$ cat config.mk
export PLATFORM = sky130hd
export DESIGN_NAME = vote_arbiter
export DESIGN_NICKNAME = d
export VERILOG_FILES = /design/src/rtl/vote_arbiter.sv
export SDC_FILE = /design/constraint.sdc
export NUM_CORES = 1
export LEC_CHECK = 0
export ABC_AREA = 1
export BUFFER_PORTS_ARGS = -buffer_cell sky130_fd_sc_hd__buf_2
export CORE_UTILIZATION = 50
export CTS_CLUSTER_SIZE = 14
export DETAILED_ROUTE_END_ITERATION = 7
export PLACE_DENSITY = 0.81
export SLEW_MARGIN = 10
export SYNTH_ARGS = -nofsm -noshare
export SYNTH_HDL_FRONTEND = slang
export SYNTH_SLANG_ARGS = --single-unit
$ cat constraint.sdc
create_clock -name clk -period 2.5 [get_ports clk]
set_clock_uncertainty 0.05 [all_clocks]
set_input_delay 0.375 -clock clk [delete_from_list [all_inputs] [get_ports clk]]
set_output_delay 0.375 -clock clk [all_outputs]
set_load 0.05 [all_outputs]
$ cat src/rtl/vote_arbiter.sv
// vote_arbiter: round-robin arbiter sharing one bit-serial majority-vote engine.
// Each granted ballot is counted one bit per cycle; the verdict (ones > THRESH)
// is returned over a valid/ready handshake tagged with the requester id.
// Optional: define VOTE_ARBITER_EARLY_EXIT_EN to stop counting once no ones remain.
module vote_arbiter #(
  parameter int unsigned NREQ   = 4,
  parameter int unsigned WIDTH  = 7,
  parameter int unsigned THRESH = 3,
  localparam int unsigned IDW   = $clog2(NREQ),
  localparam int unsigned CW    = $clog2(WIDTH + 1)
) (
  input  logic                  clk,
  input  logic                  rst,
  input  logic [NREQ-1:0]       req,
  input  logic [NREQ*WIDTH-1:0] data_in,
  output logic [NREQ-1:0]       gnt,
  output logic                  busy,
  output logic                  out_valid,
  input  logic                  out_ready,
  output logic                  out,
  output logic [IDW-1:0]        out_id
);

  localparam int unsigned SW = (WIDTH > 1) ? $clog2(WIDTH) : 1;

  typedef enum logic [1:0] {
    IDLE  = 2'd0,
    COUNT = 2'd1,
    DONE  = 2'd2
  } state_e;

  state_e            state_q, state_d;
  logic [IDW-1:0]    last_q, last_d;
  logic [WIDTH-1:0]  sh_q, sh_d;
  logic [CW-1:0]     sum_q, sum_d;
  logic [SW-1:0]     step_q, step_d;
  logic [IDW-1:0]    id_q, id_d;
  logic [NREQ-1:0]   gnt_q, gnt_d;
  logic              busy_q, busy_d;
  logic              out_valid_q, out_valid_d;
  logic              out_q, out_d;
  logic [IDW-1:0]    out_id_q, out_id_d;

  logic [IDW-1:0]    win_c;
  logic [CW-1:0]     sum_nx_c;
  logic              last_step_c;

  // Round-robin winner: first set req bit searching upward from last+1 with wrap
  always_comb begin
    win_c = '0;
    for (int unsigned off = NREQ; off >= 1; off--) begin
      int unsigned idx;
      idx = (32'(last_q) + off) % NREQ;
      if (req[idx]) win_c = IDW'(idx);
    end
  end

  // Running sum including the bit consumed this cycle, and end-of-count detect
  always_comb begin
    sum_nx_c    = sum_q + CW'(sh_q[0]);
    last_step_c = (step_q == SW'(WIDTH - 1));
`ifdef VOTE_ARBITER_EARLY_EXIT_EN
    if ((sh_q >> 1) == '0) last_step_c = 1'b1;
`else
`endif
  end

  // Next-state and output logic
  always_comb begin
    state_d     = state_q;
    last_d      = last_q;
    sh_d        = sh_q;
    sum_d       = sum_q;
    step_d      = step_q;
    id_d        = id_q;
    gnt_d       = '0;
    out_valid_d = out_valid_q;
    out_d       = out_q;
    out_id_d    = out_id_q;

    case (state_q)
      IDLE: begin
        if (|req) begin
          sh_d    = data_in[32'(win_c)*WIDTH +: WIDTH];
          sum_d   = '0;
          step_d  = '0;
          id_d    = win_c;
          last_d  = win_c;
          gnt_d   = NREQ'(1) << win_c;
          state_d = COUNT;
        end
      end
      COUNT: begin
        sum_d  = sum_nx_c;
        sh_d   = sh_q >> 1;
        step_d = step_q + SW'(1);
        if (last_step_c) begin
          out_d       = (32'(sum_nx_c) > 32'(THRESH));
          out_id_d    = id_q;
          out_valid_d = 1'b1;
          state_d     = DONE;
        end
      end
      DONE: begin
        if (out_valid_q && out_ready) begin
          out_valid_d = 1'b0;
          state_d     = IDLE;
        end
      end
      default: state_d = IDLE;
    endcase

    busy_d = (state_d != IDLE);
  end

  // State and output registers with synchronous reset
  always_ff @(posedge clk) begin
    if (rst) begin
      state_q     <= IDLE;
      last_q      <= IDW'(NREQ - 1);
      sh_q        <= '0;
      sum_q       <= '0;
      step_q      <= '0;
      id_q        <= '0;
      gnt_q       <= '0;
      busy_q      <= 1'b0;
      out_valid_q <= 1'b0;
      out_q       <= 1'b0;
      out_id_q    <= '0;
    end else begin
      state_q     <= state_d;
      last_q      <= last_d;
      sh_q        <= sh_d;
      sum_q       <= sum_d;
      step_q      <= step_d;
      id_q        <= id_d;
      gnt_q       <= gnt_d;
      busy_q      <= busy_d;
      out_valid_q <= out_valid_d;
      out_q       <= out_d;
      out_id_q    <= out_id_d;
    end
  end

  assign gnt       = gnt_q;
  assign busy      = busy_q;
  assign out_valid = out_valid_q;
  assign out       = out_q;
  assign out_id    = out_id_q;

endmodule

==> impl_metrics.ini <==
[sta]
slew_headroom_pct = 75.60
fin_crit_sh_pct = 82.18
setup_violations = 0
period_needed_ns = 2.054
tightest_slew_ns = 0.3646
slew_violations = 0
rsz0062_at_grt = false
fin_setup_tns_ns = 0
hold_violations = 0
whs_ns = 0.1603
max_freq_mhz = 486.7

[layout]
syn_to_final_growth_pct = 16.81
utilization_pct = 62.44
finalNonFillerCells = 337
nNetsFinal = 333
layout-drive-gt1-share_pct = 22.87
design_area_um2 = 1922
n_antenna_cell = 0
n_fill_cell = 329

[placement]
hpwl_um = 2603
io_buffers = 43
gp_congestion = 0.8435
placed_cell_area_um2 = 1869
dp.cells = 333

[power_and_ir_drop]
p_sw_share_pct = 39.67
ir_worst_vdd_uv = 404.0
netSwitchingPower_uw = 577.3
cellPowerDensity_nw_per_um2 = 757.2
power_frac_clock_pct = 20.4
pwr-share-comb_pct = 42.0
p_leak_nw = 1.089
intPower_uw = 877.9
seqPwrFrac_pct = 37.6

[logic_synthesis]
yosys_warnings = 0
ys_seq_area_share_pct = 34.07
synthTopCellsByCount = 67 x nand2_1, 57 x inv_1, 28 x dfxtp_1
synth_area_leaders = dfxtp_1 34%, nand2_1 15%, inv_1 13%, nand3_1 6.7%, a21oi_1 3.3%
synthArstFlopShare_pct = 0
synth.largest_area_cell = dfxtp_1
synth_top_area_share_pct = 34.07
syn_nets = 291
ys_seq_elements = 28
synth_edf_count = 0
synth_area_um2 = 1645
synth-main-ff-cell = dfxtp_1
synthesis.instances = 252
syn-mean-instance-area_um2 = 6.529
yosysMostFrequentCell = nand2_1
yosys.cell_types.count = 27

[clock_tree]
root_buffer = clkbuf_4
htreeDepth = 1
numCtsBuffers = 3
cts.hold.buffers_added = 0
clock_sinks = 28
cts_repair_resize_count = 0
cts_setup_buffers = 0
insertion_delay_ns = 0.33
clockBufferDepth = 2
cts_tree = done
clkSlewWorstSetupHoldPaths_ns = 0.15

[run]
cap_viol_max_count = 0

[detailed_routing]
antenna_left = 0
wl_um = 3284
drt_iter0_drc = 51
wl_per_cell_um = 9.745
vias = 1595
drc = 0
drt-pass1-iter-count = 4
via_per_inst = 4.733

[floorplan]
design.core.area_um2 = 3078
num_rows = 20
die_area_um2 = 3524
die_h_um = 59.37
io_pins = 44
die_w_um = 59.37
initial_core_util_pct = 53.46

[global_routing]
grt.total_usage_pct = 20.49
grt_pass1_wl_um = 5568
grt_pass1_vias = 1419
antenna_found_initial = 0
grt_start_max_net_pins = 24
overflow = 0

[critical_path]
r2r_cells = 14
crit_fanout = 23
slowest_stage = dfxtp_1
crit_family = simple AND/OR/NAND/NOR gates
critPathRequiredTime_ns = 2.74
crit_path_end_kind = register
start_kind = register
worstPathCellList = nand2_1 > o21ai_1 > nand2_1 > nand2_2 > nand2_4 > nand2_2 > nand2_4 > nand2_4 > inv_1 > nand2_1 > nand3_1 > nand3_1 > nand2_1 > inv_1
reg2reg_setup_slack_ns = 0.45
critPathBufInv = 2
cpPeakStageDelay_ns = 0.55
r2r-start = last_q[0]$_SDFFE_PP1N_
worst-setup-path-type = register to register
cp_common_cell = nand2_1
arrival_ns = 2.29
regToRegEndpoint = sh_q[6]$_SDFFE_PP0P_

[hold_path]
hold_path.class = input port to register
whs_endpoint = out_valid$_SDFFE_PP0P_
hold_depth = 2
min_from = out_ready

[run_status]
outcome = finished clean
## kinds of logic (layout without fill, tap and decap cells)
kind of cell	after synthesis	in the layout	synth area share, %
DFF	28	28	34.07
and+or+nand+nor	118	118	32.78
AOI/OAI and AO/OA	34	34	12.55
xor gates and xnor gates	1	1	0.5324
adders and majority gates	4	4	3.042
buffers and inverters	67	108	17.03
## state kept, by name (all words and copies together), names as in the netlist
| register | count |
|---|---|
| busy | 1 |
| gnt | 4 |
| id_q | 2 |
| last_q | 2 |
| out | 1 |
| out_id | 2 |
| out_valid | 1 |
| sh_q | 7 |
| state_q | 2 |
| step_q | 3 |
| sum_q | 3 |
## placed cells by master (no fill, tap or decap), drive strengths merged
| master | count |
|---|---|
| nor2 | 12 |
| bufinv | 1 |
| o22ai | 4 |
| a21oi | 13 |
| a211oi | 2 |
| a31oi | 1 |
| o21ai | 7 |
| buf | 43 |
| nand3 | 23 |
| xor2 | 1 |
| nand2 | 77 |
| dfxtp | 28 |
| clkbuf | 3 |
| nand4 | 1 |
| or2 | 1 |
| nor3 | 4 |
| ha | 4 |
| o211ai | 7 |
| inv | 61 |
## worst register-to-register path, stage by stage (launching register included)
cell,delay [ns]
dfxtp_1,0.55
nand2_1,0.10
o21ai_1,0.14
nand2_1,0.11
nand2_2,0.09
nand2_4,0.06
nand2_2,0.07
nand2_4,0.07
nand2_4,0.19
inv_1,0.18
nand2_1,0.09
nand3_1,0.08
nand3_1,0.11
nand2_1,0.05
inv_1,0.05
## power groups by stage
stage / clock (mW) / sequential, mW / combinational, mW
finish: 0.297 / 0.547 / 0.611
global route: 0.318 / 0.553 / 0.695
CTS: 0.302 / 0.547 / 0.615
detailed placement: 0 / 0.557 / 0.611
global placement: 0 / 0.554 / 0.603
floorplan: 0 / 0.585 / 0.495
## area by class of cell
class                   instances  area (um2)  share of cell area (%)
clock buffers                   3       22.52                   1.172
repair buffers                 43       215.2                   11.20
well taps                      44       55.05                   2.865
flip-flops and latches         28       560.5                   29.17
inverters                      61       234.0                   12.17
multi-input cells             157       804.5                   41.86
clock inverters                 1       30.03                   1.563
## metal layers
layer | vias up | GRT usage, % | routed length, um
met5 | - | 0 | 0
met4 | 0 | 4.762 | 26
met3 | 4 | 4.585 | 132
met2 | 35 | 38.04 | 1625
met1 | 695 | 23.55 | 1499
li1 | 861 | - | -
## metrics by stage
stage	power (mW)	setup WS (ns)
floorplan	1.080	0.9093
global placement	1.157	0.5705
detailed placement	1.167	0.4879
CTS	1.464	0.4464
global route	1.566	0.1688
finish	1.455	0.4455
## worst max path at each step
| stage | end | slack [ns] | cells after the start | from |
|---|---|---|---|---|
| after floorplan | sh_q[0]$_SDFFE_PP0P_ | 0.91 | 15 | last_q[0]$_SDFFE_PP1N_ |
| after CTS | sh_q[6]$_SDFFE_PP0P_ | 0.45 | 14 | last_q[0]$_SDFFE_PP1N_ |
| after detailed placement | sh_q[6]$_SDFFE_PP0P_ | 0.49 | 14 | last_q[0]$_SDFFE_PP1N_ |
| final | sh_q[6]$_SDFFE_PP0P_ | 0.45 | 14 | last_q[0]$_SDFFE_PP1N_ |
| after global placement | sh_q[6]$_SDFFE_PP0P_ | 0.57 | 15 | last_q[0]$_SDFFE_PP1N_ |
| after global routing | sh_q[4]$_SDFFE_PP0P_ | 0.17 | 14 | last_q[0]$_SDFFE_PP1N_ |
Power figures use the tool's default switching activity.
